## config.mk

```make
export PLATFORM = sky130hd
export DESIGN_NAME = decode_cycle
export DESIGN_NICKNAME = d
export VERILOG_FILES = /design/src/rtl/decode_pkg.sv /design/src/rtl/decode_cycle_register_file.sv /design/src/rtl/decode_cycle.sv
export SDC_FILE = /design/constraint.sdc
export NUM_CORES = 2
export LEC_CHECK = 0
export CAP_MARGIN = 30
export CORE_ASPECT_RATIO = 2
export CORE_UTILIZATION = 50
export DETAILED_ROUTE_END_ITERATION = 12
export PLACE_DENSITY_LB_ADDON = 0.25
export RECOVER_POWER = 50
export SLEW_MARGIN = 20
export SYNTH_ARGS = -nofsm -noshare
export SYNTH_HDL_FRONTEND = slang
export SYNTH_SLANG_ARGS = --single-unit
```

## constraint.sdc

```tcl
create_clock -name clk -period 2.4 [get_ports clk]
set_clock_uncertainty 0.05 [all_clocks]
set_input_delay 0.48 -clock clk [delete_from_list [all_inputs] [get_ports clk]]
set_output_delay 0.48 -clock clk [all_outputs]
set_load 0.01 [all_outputs]
```

## src/rtl/decode_pkg.sv

```systemverilog
// Shared decode-stage types: opcodes, ALU/result-select encodings and the
// control bundle carried from decode into the ID/EX register.
package decode_pkg;

    localparam int XLEN = 32;

    localparam logic [6:0] OP_LOAD   = 7'b0000011;
    localparam logic [6:0] OP_STORE  = 7'b0100011;
    localparam logic [6:0] OP_RTYPE  = 7'b0110011;
    localparam logic [6:0] OP_IALU   = 7'b0010011;
    localparam logic [6:0] OP_BRANCH = 7'b1100011;
    localparam logic [6:0] OP_JAL    = 7'b1101111;

    typedef enum logic [2:0] {
        ALU_ADD = 3'b000,
        ALU_SUB = 3'b001,
        ALU_AND = 3'b010,
        ALU_OR  = 3'b011,
        ALU_SLT = 3'b101
    } alu_ctrl_e;

    typedef enum logic [1:0] {
        RES_ALU = 2'b00,
        RES_MEM = 2'b01,
        RES_PC4 = 2'b10
    } result_src_e;

    typedef enum logic [1:0] {
        IMM_I = 2'b00,
        IMM_S = 2'b01,
        IMM_B = 2'b10,
        IMM_J = 2'b11
    } imm_type_e;

    typedef struct packed {
        logic        reg_write;
        result_src_e result_src;
        logic        mem_write;
        logic        jump;
        logic        branch;
        alu_ctrl_e   alu_ctrl;
        logic        alu_src;
    } ctrl_t;

endpackage

```

## src/rtl/decode_cycle_register_file.sv

```systemverilog
// Architectural register file: two combinational reads, one write, x0 tied
// to zero, and a same-cycle write forwarded straight to the read ports.
module register_file #(
    parameter int XLEN  = 32,
    parameter int NREGS = 32
) (
    input  logic            clk,
    input  logic            rst,
    input  logic [4:0]      ra1,
    input  logic [4:0]      ra2,
    output logic [XLEN-1:0] rd1,
    output logic [XLEN-1:0] rd2,
    input  logic            we,
    input  logic [4:0]      wa,
    input  logic [XLEN-1:0] wd
);

    logic [NREGS-1:0][XLEN-1:0] regs_q, regs_d;
    logic                       wr_en;

    assign wr_en = we && (wa != 5'd0);

    always_comb begin
        regs_d = regs_q;
        if (wr_en) regs_d[wa] = wd;
    end

    always_ff @(posedge clk or negedge rst) begin
        if (!rst) regs_q <= '0;
        else      regs_q <= regs_d;
    end

    // Write-first: a reader in the writing cycle sees the new value.
    always_comb begin
        rd1 = '0;
        rd2 = '0;
        if (ra1 != 5'd0) rd1 = (wr_en && wa == ra1) ? wd : regs_q[ra1];
        if (ra2 != 5'd0) rd2 = (wr_en && wa == ra2) ? wd : regs_q[ra2];
    end

endmodule

```

## src/rtl/decode_cycle.sv

```systemverilog
// RV32I decode stage: main/ALU decode, register read, immediate extension,
// all captured into the ID/EX register; FlushE squashes the control bundle.
module decode_cycle #(
    parameter int XLEN  = 32,
    parameter int NREGS = 32
) (
    input  logic            clk,
    input  logic            rst,
    input  logic [31:0]     InstrD,
    input  logic [XLEN-1:0] PCD,
    input  logic [XLEN-1:0] PCPlus4D,
    input  logic            FlushE,
    input  logic            RegWriteW,
    input  logic [4:0]      RdW,
    input  logic [XLEN-1:0] ResultW,
    output logic            RegWriteE,
    output logic [1:0]      ResultSrcE,
    output logic            MemWriteE,
    output logic            JumpE,
    output logic            BranchE,
    output logic [2:0]      ALUControlE,
    output logic            ALUSrcE,
    output logic [XLEN-1:0] RD1E,
    output logic [XLEN-1:0] RD2E,
    output logic [XLEN-1:0] ImmExtE,
    output logic [XLEN-1:0] PCE,
    output logic [XLEN-1:0] PCPlus4E,
    output logic [4:0]      RdE,
    output logic [4:0]      Rs1E,
    output logic [4:0]      Rs2E
);

    import decode_pkg::*;

    logic [6:0]      opcode;
    logic [2:0]      funct3;
    logic            funct7b5;
    imm_type_e       imm_type;
    alu_ctrl_e       alu_dec;

    ctrl_t           ctrl_d, ctrl_q;
    logic [XLEN-1:0] rd1_d, rd1_q, rd2_d, rd2_q;
    logic [XLEN-1:0] imm_d, imm_q;
    logic [XLEN-1:0] pc_d, pc_q, pc4_d, pc4_q;
    logic [4:0]      rd_d, rd_q, rs1_d, rs1_q, rs2_d, rs2_q;

    assign opcode   = InstrD[6:0];
    assign funct3   = InstrD[14:12];
    assign funct7b5 = InstrD[30];
    assign rd_d     = InstrD[11:7];
    assign rs1_d    = InstrD[19:15];
    assign rs2_d    = InstrD[24:20];
    assign pc_d     = PCD;
    assign pc4_d    = PCPlus4D;

    register_file #(.XLEN(XLEN), .NREGS(NREGS)) u_rf (
        .clk (clk),
        .rst (rst),
        .ra1 (rs1_d),
        .ra2 (rs2_d),
        .rd1 (rd1_d),
        .rd2 (rd2_d),
        .we  (RegWriteW),
        .wa  (RdW),
        .wd  (ResultW)
    );

    // funct7[5] only selects sub for register-register ops; addi ignores it.
    always_comb begin
        alu_dec = ALU_ADD;
        case (funct3)
            3'b000:  alu_dec = (opcode == OP_RTYPE && funct7b5) ? ALU_SUB : ALU_ADD;
            3'b010:  alu_dec = ALU_SLT;
            3'b110:  alu_dec = ALU_OR;
            3'b111:  alu_dec = ALU_AND;
            default: alu_dec = ALU_ADD;
        endcase
    end

    always_comb begin
        ctrl_d   = '0;
        imm_type = IMM_I;
        case (opcode)
            OP_LOAD: begin
                ctrl_d.reg_write  = 1'b1;
                ctrl_d.alu_src    = 1'b1;
                ctrl_d.result_src = RES_MEM;
            end
            OP_STORE: begin
                ctrl_d.mem_write = 1'b1;
                ctrl_d.alu_src   = 1'b1;
                imm_type         = IMM_S;
            end
            OP_RTYPE: begin
                ctrl_d.reg_write = 1'b1;
                ctrl_d.alu_ctrl  = alu_dec;
            end
            OP_IALU: begin
                ctrl_d.reg_write = 1'b1;
                ctrl_d.alu_src   = 1'b1;
                ctrl_d.alu_ctrl  = alu_dec;
            end
            OP_BRANCH: begin
                ctrl_d.branch   = 1'b1;
                ctrl_d.alu_ctrl = ALU_SUB;
                imm_type        = IMM_B;
            end
            OP_JAL: begin
                ctrl_d.reg_write  = 1'b1;
                ctrl_d.jump       = 1'b1;
                ctrl_d.result_src = RES_PC4;
                imm_type          = IMM_J;
            end
            default: ctrl_d = '0;
        endcase
        if (FlushE) ctrl_d = '0;
    end

    always_comb begin
        imm_d = '0;
        case (imm_type)
            IMM_I: imm_d = {{(XLEN-12){InstrD[31]}}, InstrD[31:20]};
            IMM_S: imm_d = {{(XLEN-12){InstrD[31]}}, InstrD[31:25], InstrD[11:7]};
            IMM_B: imm_d = {{(XLEN-13){InstrD[31]}}, InstrD[31], InstrD[7],
                            InstrD[30:25], InstrD[11:8], 1'b0};
            IMM_J: imm_d = {{(XLEN-21){InstrD[31]}}, InstrD[31], InstrD[19:12],
                            InstrD[20], InstrD[30:21], 1'b0};
            default: imm_d = '0;
        endcase
    end

    always_ff @(posedge clk or negedge rst) begin
        if (!rst) begin
            ctrl_q <= '0;
            rd1_q  <= '0;
            rd2_q  <= '0;
            imm_q  <= '0;
            pc_q   <= '0;
            pc4_q  <= '0;
            rd_q   <= '0;
            rs1_q  <= '0;
            rs2_q  <= '0;
        end else begin
            ctrl_q <= ctrl_d;
            rd1_q  <= rd1_d;
            rd2_q  <= rd2_d;
            imm_q  <= imm_d;
            pc_q   <= pc_d;
            pc4_q  <= pc4_d;
            rd_q   <= rd_d;
            rs1_q  <= rs1_d;
            rs2_q  <= rs2_d;
        end
    end

    assign RegWriteE   = ctrl_q.reg_write;
    assign ResultSrcE  = ctrl_q.result_src;
    assign MemWriteE   = ctrl_q.mem_write;
    assign JumpE       = ctrl_q.jump;
    assign BranchE     = ctrl_q.branch;
    assign ALUControlE = ctrl_q.alu_ctrl;
    assign ALUSrcE     = ctrl_q.alu_src;
    assign RD1E        = rd1_q;
    assign RD2E        = rd2_q;
    assign ImmExtE     = imm_q;
    assign PCE         = pc_q;
    assign PCPlus4E    = pc4_q;
    assign RdE         = rd_q;
    assign Rs1E        = rs1_q;
    assign Rs2E        = rs2_q;

endmodule

```

# ---- Word level (Yosys, flattened, before mapping)
# Index checks and enable logic that the tools add are counted.
dict set report word_totals {
  regBits 1209
  out_inout_bits 185
  wordCells 101
}
dict set report op_classes {
  order_cmp 4
  n_eq_ne 14
  muxes 23
  reduce_logical 13
}
# operator count
set op_table {}
lappend op_table {{1024-bit bitwise mux} 1}
lappend op_table {{32-bit binary-select mux with 5-bit select} 2}
lappend op_table {{32-bit two-way mux} 7}
lappend op_table {{32-bit demux with 5-bit select} 1}
lappend op_table {{32-bit case mux with 4 select lines} 1}
lappend op_table {{5-bit by 6-bit < comparator with 1-bit output (second input constant)} 3}
lappend op_table {{5-bit nonzero test} 3}
lappend op_table {{7-bit by 6-bit == test with 1-bit output (second input constant)} 2}
lappend op_table {{7-bit == test (second input constant)} 2}
lappend op_table {{3-bit case mux with 4 select lines} 1}
lappend op_table {{5-bit == test} 2}
lappend op_table {{10-bit two-way mux} 1}
lappend op_table {{7-bit by 2-bit == test with 1-bit output (second input constant)} 1}
lappend op_table {{7-bit by 5-bit == test with 1-bit output (second input constant)} 1}
lappend op_table {{3-bit == test (second input constant)} 2}
lappend op_table {{1-bit two-way mux} 6}
lappend op_table {{2-bit case mux with 3 select lines} 1}
lappend op_table {{3-bit case mux with 2 select lines} 1}
lappend op_table {{5-bit by 1-bit greater-or-equal comparator with 1-bit output (second input constant)} 1}
lappend op_table {{1-bit logical AND} 5}
lappend op_table {{2-bit == test (second input constant)} 2}
lappend op_table {{2-bit case mux with 2 select lines} 1}
lappend op_table {{4-bit OR reduction} 1}
lappend op_table {{3-bit by 2-bit == test with 1-bit output (second input constant)} 1}
lappend op_table {{5 further kinds} 5}

# ---- Logic depth before layout (Yosys ltp)
dict set report depth {
  depth_word 6
  mapped_depth 10
  mapped_depth_nobuf 5
}

# ---- Hierarchy
# From an unflattened synthesis, not the netlist that was laid out.
dict set report hier_totals {
  hier_cells 3998
  area_unflattened_um2 59763.6
}
# mod instances cells_each area_each_um2
set modules_own_cells {}
lappend modules_own_cells {register_file 1 3759 54922.7}
lappend modules_own_cells {decode_cycle 1 239 4840.9}

# ---- Worst setup path after synthesis
# Ideal clock, no wire load.
dict set report synth_timing {
  path_type {input to register}
  from {input InstrD[20]}
  to {register rd2_q[27] (netlist: RD2E[27])}
  t_arrival_ns 1.955
  path_slack_ns 0.268
  path_stages 8
  n_path_buf 3
  cell_sequence {buf_6 buf_6 buf_2 mux4_2 mux2i_1 nor3_1 nor4_1 nor2_1}
}
dict set report synth_between {
  elab_chain_len 4
}
# item line
set synth_rtl {}
lappend synth_rtl {{from (decl)} decode_cycle.sv:9} ;# input logic [31:0] InstrD,
lappend synth_rtl {{32-bit binary-select mux with 5-bit select / 5-bit == test (equally long branches)} decode_cycle_register_file.sv:38} ;# if (ra2 != 5'd0) rd2 = (wr_en && wa == ra2) ? wd : regs_q[ra2];
lappend synth_rtl {{32-bit two-way mux (not written as such) / 1-bit logical AND (equally long branches)} decode_cycle_register_file.sv:38}
lappend synth_rtl {{32-bit two-way mux} decode_cycle_register_file.sv:38}
lappend synth_rtl {{32-bit two-way mux *} decode_cycle_register_file.sv:38}
lappend synth_rtl {{via rd2_d[27]} decode_cycle.sv:42} ;# logic [XLEN-1:0] rd1_d, rd1_q, rd2_d, rd2_q;
lappend synth_rtl {{to (signal assigned)} decode_cycle.sv:146} ;# rd2_q <= rd2_d;
lappend synth_rtl {{to (decl)} decode_cycle.sv:42}
# Mark *: on every way through the listed nets, which the timed path passes. The rest lies on a longest branch. The select of a mux whose other input is x is not followed.
# A chain may end at the register's enable or synchronous reset.

==> results_dict.tcl <==
set metrics [dict create \
    drtIter0Drc 3295 \
    firstDrtPassIters 7 \
    start_util_pct 50.35 \
    drt-vias-per-instance 6.642 \
    cp_max_fo 47 \
    grt_max_degree 100 \
    p_seq_share_pct 46.4 \
    grt_pass1_vias 44920 \
    ys_types 74 \
    avgSynthCellArea_um2 14.59 \
    intPower_w 0.04132 \
    place_congestion 0.9367 \
    setup.worst_path.start_class "input pin" \
    synthCells 4150 \
    critPathMaxStageDelay_ns 1.25 \
    period_minus_slack_ns 2.334 \
    outcome "complete, but fails checks" \
    switching_share_pct 27.67 \
    path_clk_slew_ns 0.06 \
    postRouteWirelength_um 210900 \
    ys_ff_latch 1197 \
    dieArea_um2 122600 \
    vias 42360 \
    syn_nets 4287 \
    crit_path_end_kind "async pin" \
    ys.flop_type "dfrtp_1" \
    drc 0 \
    min_path_type "in -> reg" \
    yosys_warnings 0 \
    yosysTopAreaCellShare_pct 49.46 \
    yosys-top-cells-area "dfrtp_1, mux2_2, mux4_2" \
    layout-drive-gt1-share_pct 45.93 \
    dpl.hpwl_um 146300 \
    syn_area_um2 60560 \
    power_frac_comb_pct 20.8 \
    fp.dieW_um 248.1 \
    clockRootBuffer "clkbuf_16" \
    postCtsSetupRepairBufs 0 \
    final_util_pct 61.27 \
    fill_cells 9291 \
    synth_edf_count 0 \
    ir_drop_mv 0.6447 \
    rows 180 \
    max_slew_margin_pct -1.533 \
    cts_buffers 107 \
    cp.arrival_ns 3.17 \
    synth_area_leader_cell "dfrtp_1" \
    wl_per_cell_um 33.07 \
    antenna_found_initial 5 \
    max_freq_mhz 428.4 \
    finalMaxSlewViolations 13 \
    cp_num_buf_inv 4 \
    nNetsFinal 4878 \
    switching_power_w 0.01580 \
    power_w 0.05712 \
    gr-total-overflow 0 \
    cp_cell_sequence "dlygate4sd3_1, buf_12, dlymetal6s4s_1, buf_6" \
    cp_top_family "buffers and inverters" \
    clk_latency_ns 0.75 \
    rsz0062_at_grt "no" \
    powerDensity_nw_per_um2 775.2 \
    fin_crit_sh_pct 97.26 \
    ant_nets 0 \
    clock_sinks 1197 \
    critPathRequiredTime_ns 3.23 \
    violations "capacitance limit, slew limit" \
    synth_async_sr_flop_share_pct 100.0 \
    cts_tree "done" \
    hold_viol_final 0 \
    core_um2 120300 \
    finalSetupViolCount 0 \
    syn2layout_area_growth_pct 21.68 \
    drv_cap 1 \
    critPathSlowestCell "dlymetal6s4s_1" \
    io_pins 322 \
    seq_area_frac_synth_pct 49.46 \
    p_clk_share_pct 32.7 \
    worstSetupPathType "in -> async" \
    worst_slew_pin_slew_ns 1.523 \
    grt_pass1_wl_um 306600 \
    clock_path_buffers 3 \
    p_leak_nw 32.42 \
    io_buffers 321 \
    dieHeight_um 494.2 \
    htreeDepth 3 \
    grt_usage_pct 35.06 \
]
[synthesized netlist by cell type (all sizes together), types with 13 or more instances]
cell    count
dfrtp    1197
mux2     1011
mux4      374
mux2i     293
buf       255
clkbuf    210
o21ai      90
o22ai      89
nor2       87
nand2      65
a221oi     59
a21oi      56
a22oi      33
o22a       29
nor2b      27
a221o      22
nand2b     22
a211oi     21
nor3       18
nor4       13
o211ai     13
[worst paths after layout]
| kind | start | to | slack, ns | cells past startpoint |
|---|---|---|---|---|
| setup / recovery | rst | u_rf.regs_q[811] | 0.07 | 4 |
| hold / removal | InstrD[24] | Rs2E[4] | 0.07 | 1 |
| setup reg to reg | u_rf.regs_q[872] | RD2E[8] | 0.20 | 6 |
| hold reg to reg | u_rf.regs_q[23] | u_rf.regs_q[23] | 0.34 | 0 |
| max in group clk | InstrD[18] | RD1E[27] | 0.09 | 9 |
| min in group asynchronous | rst | u_rf.regs_q[871] | 0.22 | 2 |
[what timing repair did]
| action | 4_1_cts | 5_1_grt |
|---|---|---|
| setup endpoints to repair | 12 | 2 |
| hold buffers | 4 | 0 |
| hold endpoints to repair | 124 | 0 |
| gates resized for setup | 1 | 1 |
[state kept, by name (all words and copies together) (netlist names)]
name	flops
u_rf.regs_q	1024
PCE	32
PCPlus4E	32
RD1E	32
RD2E	32
ImmExtE	21
RdE	5
Rs1E	5
Rs2E	5
ALUControlE	3
ALUSrcE	1
BranchE	1
JumpE	1
MemWriteE	1
RegWriteE	1
ResultSrcE	1
[layout by cell type, fill, tap and decap left out, drive strengths merged, types with 13 or more instances in the layout]
cell type | Yosys | final
clkinv | 2 | 25
nor2b | 27 | 27
a211oi | 21 | 21
dlygate4sd3 | 0 | 82
clkbuf | 210 | 178
buf | 255 | 599
nor3 | 18 | 18
o22ai | 89 | 89
nor4 | 13 | 13
nand2b | 22 | 22
clkdlybuf4s50 | 0 | 232
nand2 | 65 | 65
o22a | 29 | 29
mux2i | 293 | 293
a21oi | 56 | 56
o211ai | 13 | 13
a22oi | 33 | 33
mux4 | 374 | 374
a221o | 22 | 22
nor2 | 87 | 87
mux2 | 1011 | 1011
bufinv | 0 | 16
a221oi | 59 | 59
dfrtp | 1197 | 1197
o21ai | 90 | 90
[layer usage]
layer	global-route usage, %	wire, um	share of wire (%)	vias to the layer above
li1	-	-	-	17020
met1	40.26	73280	35	22480
met2	57.38	103900	49	2085
met3	7.091	14900	7.1	772
met4	26.49	18830	8.9	4
met5	0	23	0.011	-
[cell type report]
type                    instances  area, um2  share of cell area, %
diodes                          4      10.01                0.01358
clock inverters                50      709.4                 0.9628
clock buffers                 145       3034                  4.118
well taps                    1547       1936                  2.627
flip-flops and latches       1197      29960                  40.65
repair buffers                947       9858                  13.38
inverters                       5      18.77                0.02547
multi-input cells            2483      28170                  38.22
[power by group through the flow]
stage               combinational (W)  clock, W  sequential [W]
floorplan                     0.00782         0          0.0258
global placement               0.0116         0          0.0265
detailed placement             0.0119         0          0.0267
CTS                            0.0120    0.0190          0.0264
global route                   0.0126    0.0196          0.0268
finish                         0.0119    0.0187          0.0265
[per-stage QoR]
stage	setup TNS [ns]	worst slack (ns)	instance area [um2]	hold WS (ns)	instances
4_1_cts	0	0.06013	73900	0.03691	6374
3_3_place_gp	-157.49	-0.5608	70120	0.3273	6175
2_1_floorplan	0	0.2682	60560	0.1344	4150
5_1_grt	0	0.02132	73680	0.04348	6376
3_5_place_dp	-179.22	-0.5158	70120	0.3265	6175
6_report	0	0.06578	73690	0.06949	6378
[cells by family (layout without fill, tap and decap cells)]
kind of cell / count (synthesis) / count (layout) / synth area share (%)
simple gates: 276 / 276 / 2.279
compound gates: 519 / 519 / 6.101
buf+inv: 470 / 1147 / 4.399
mux: 1678 / 1678 / 37.61
flops: 1197 / 1197 / 49.46
other cells: 0 / 4 / 0
xor+xnor: 10 / 10 / 0.1446
[worst reg2reg max path: cells and delay by family (launching register included)]
| family | cells | cell delay (ns) |
|---|---|---|
| mux | 2 | 0.65 |
| compound gates | 1 | 0.13 |
| simple gates | 2 | 0.67 |
| buf+inv | 1 | 0.17 |
| flops | 1 | 0.40 |
Power figures use the tool's default switching activity.
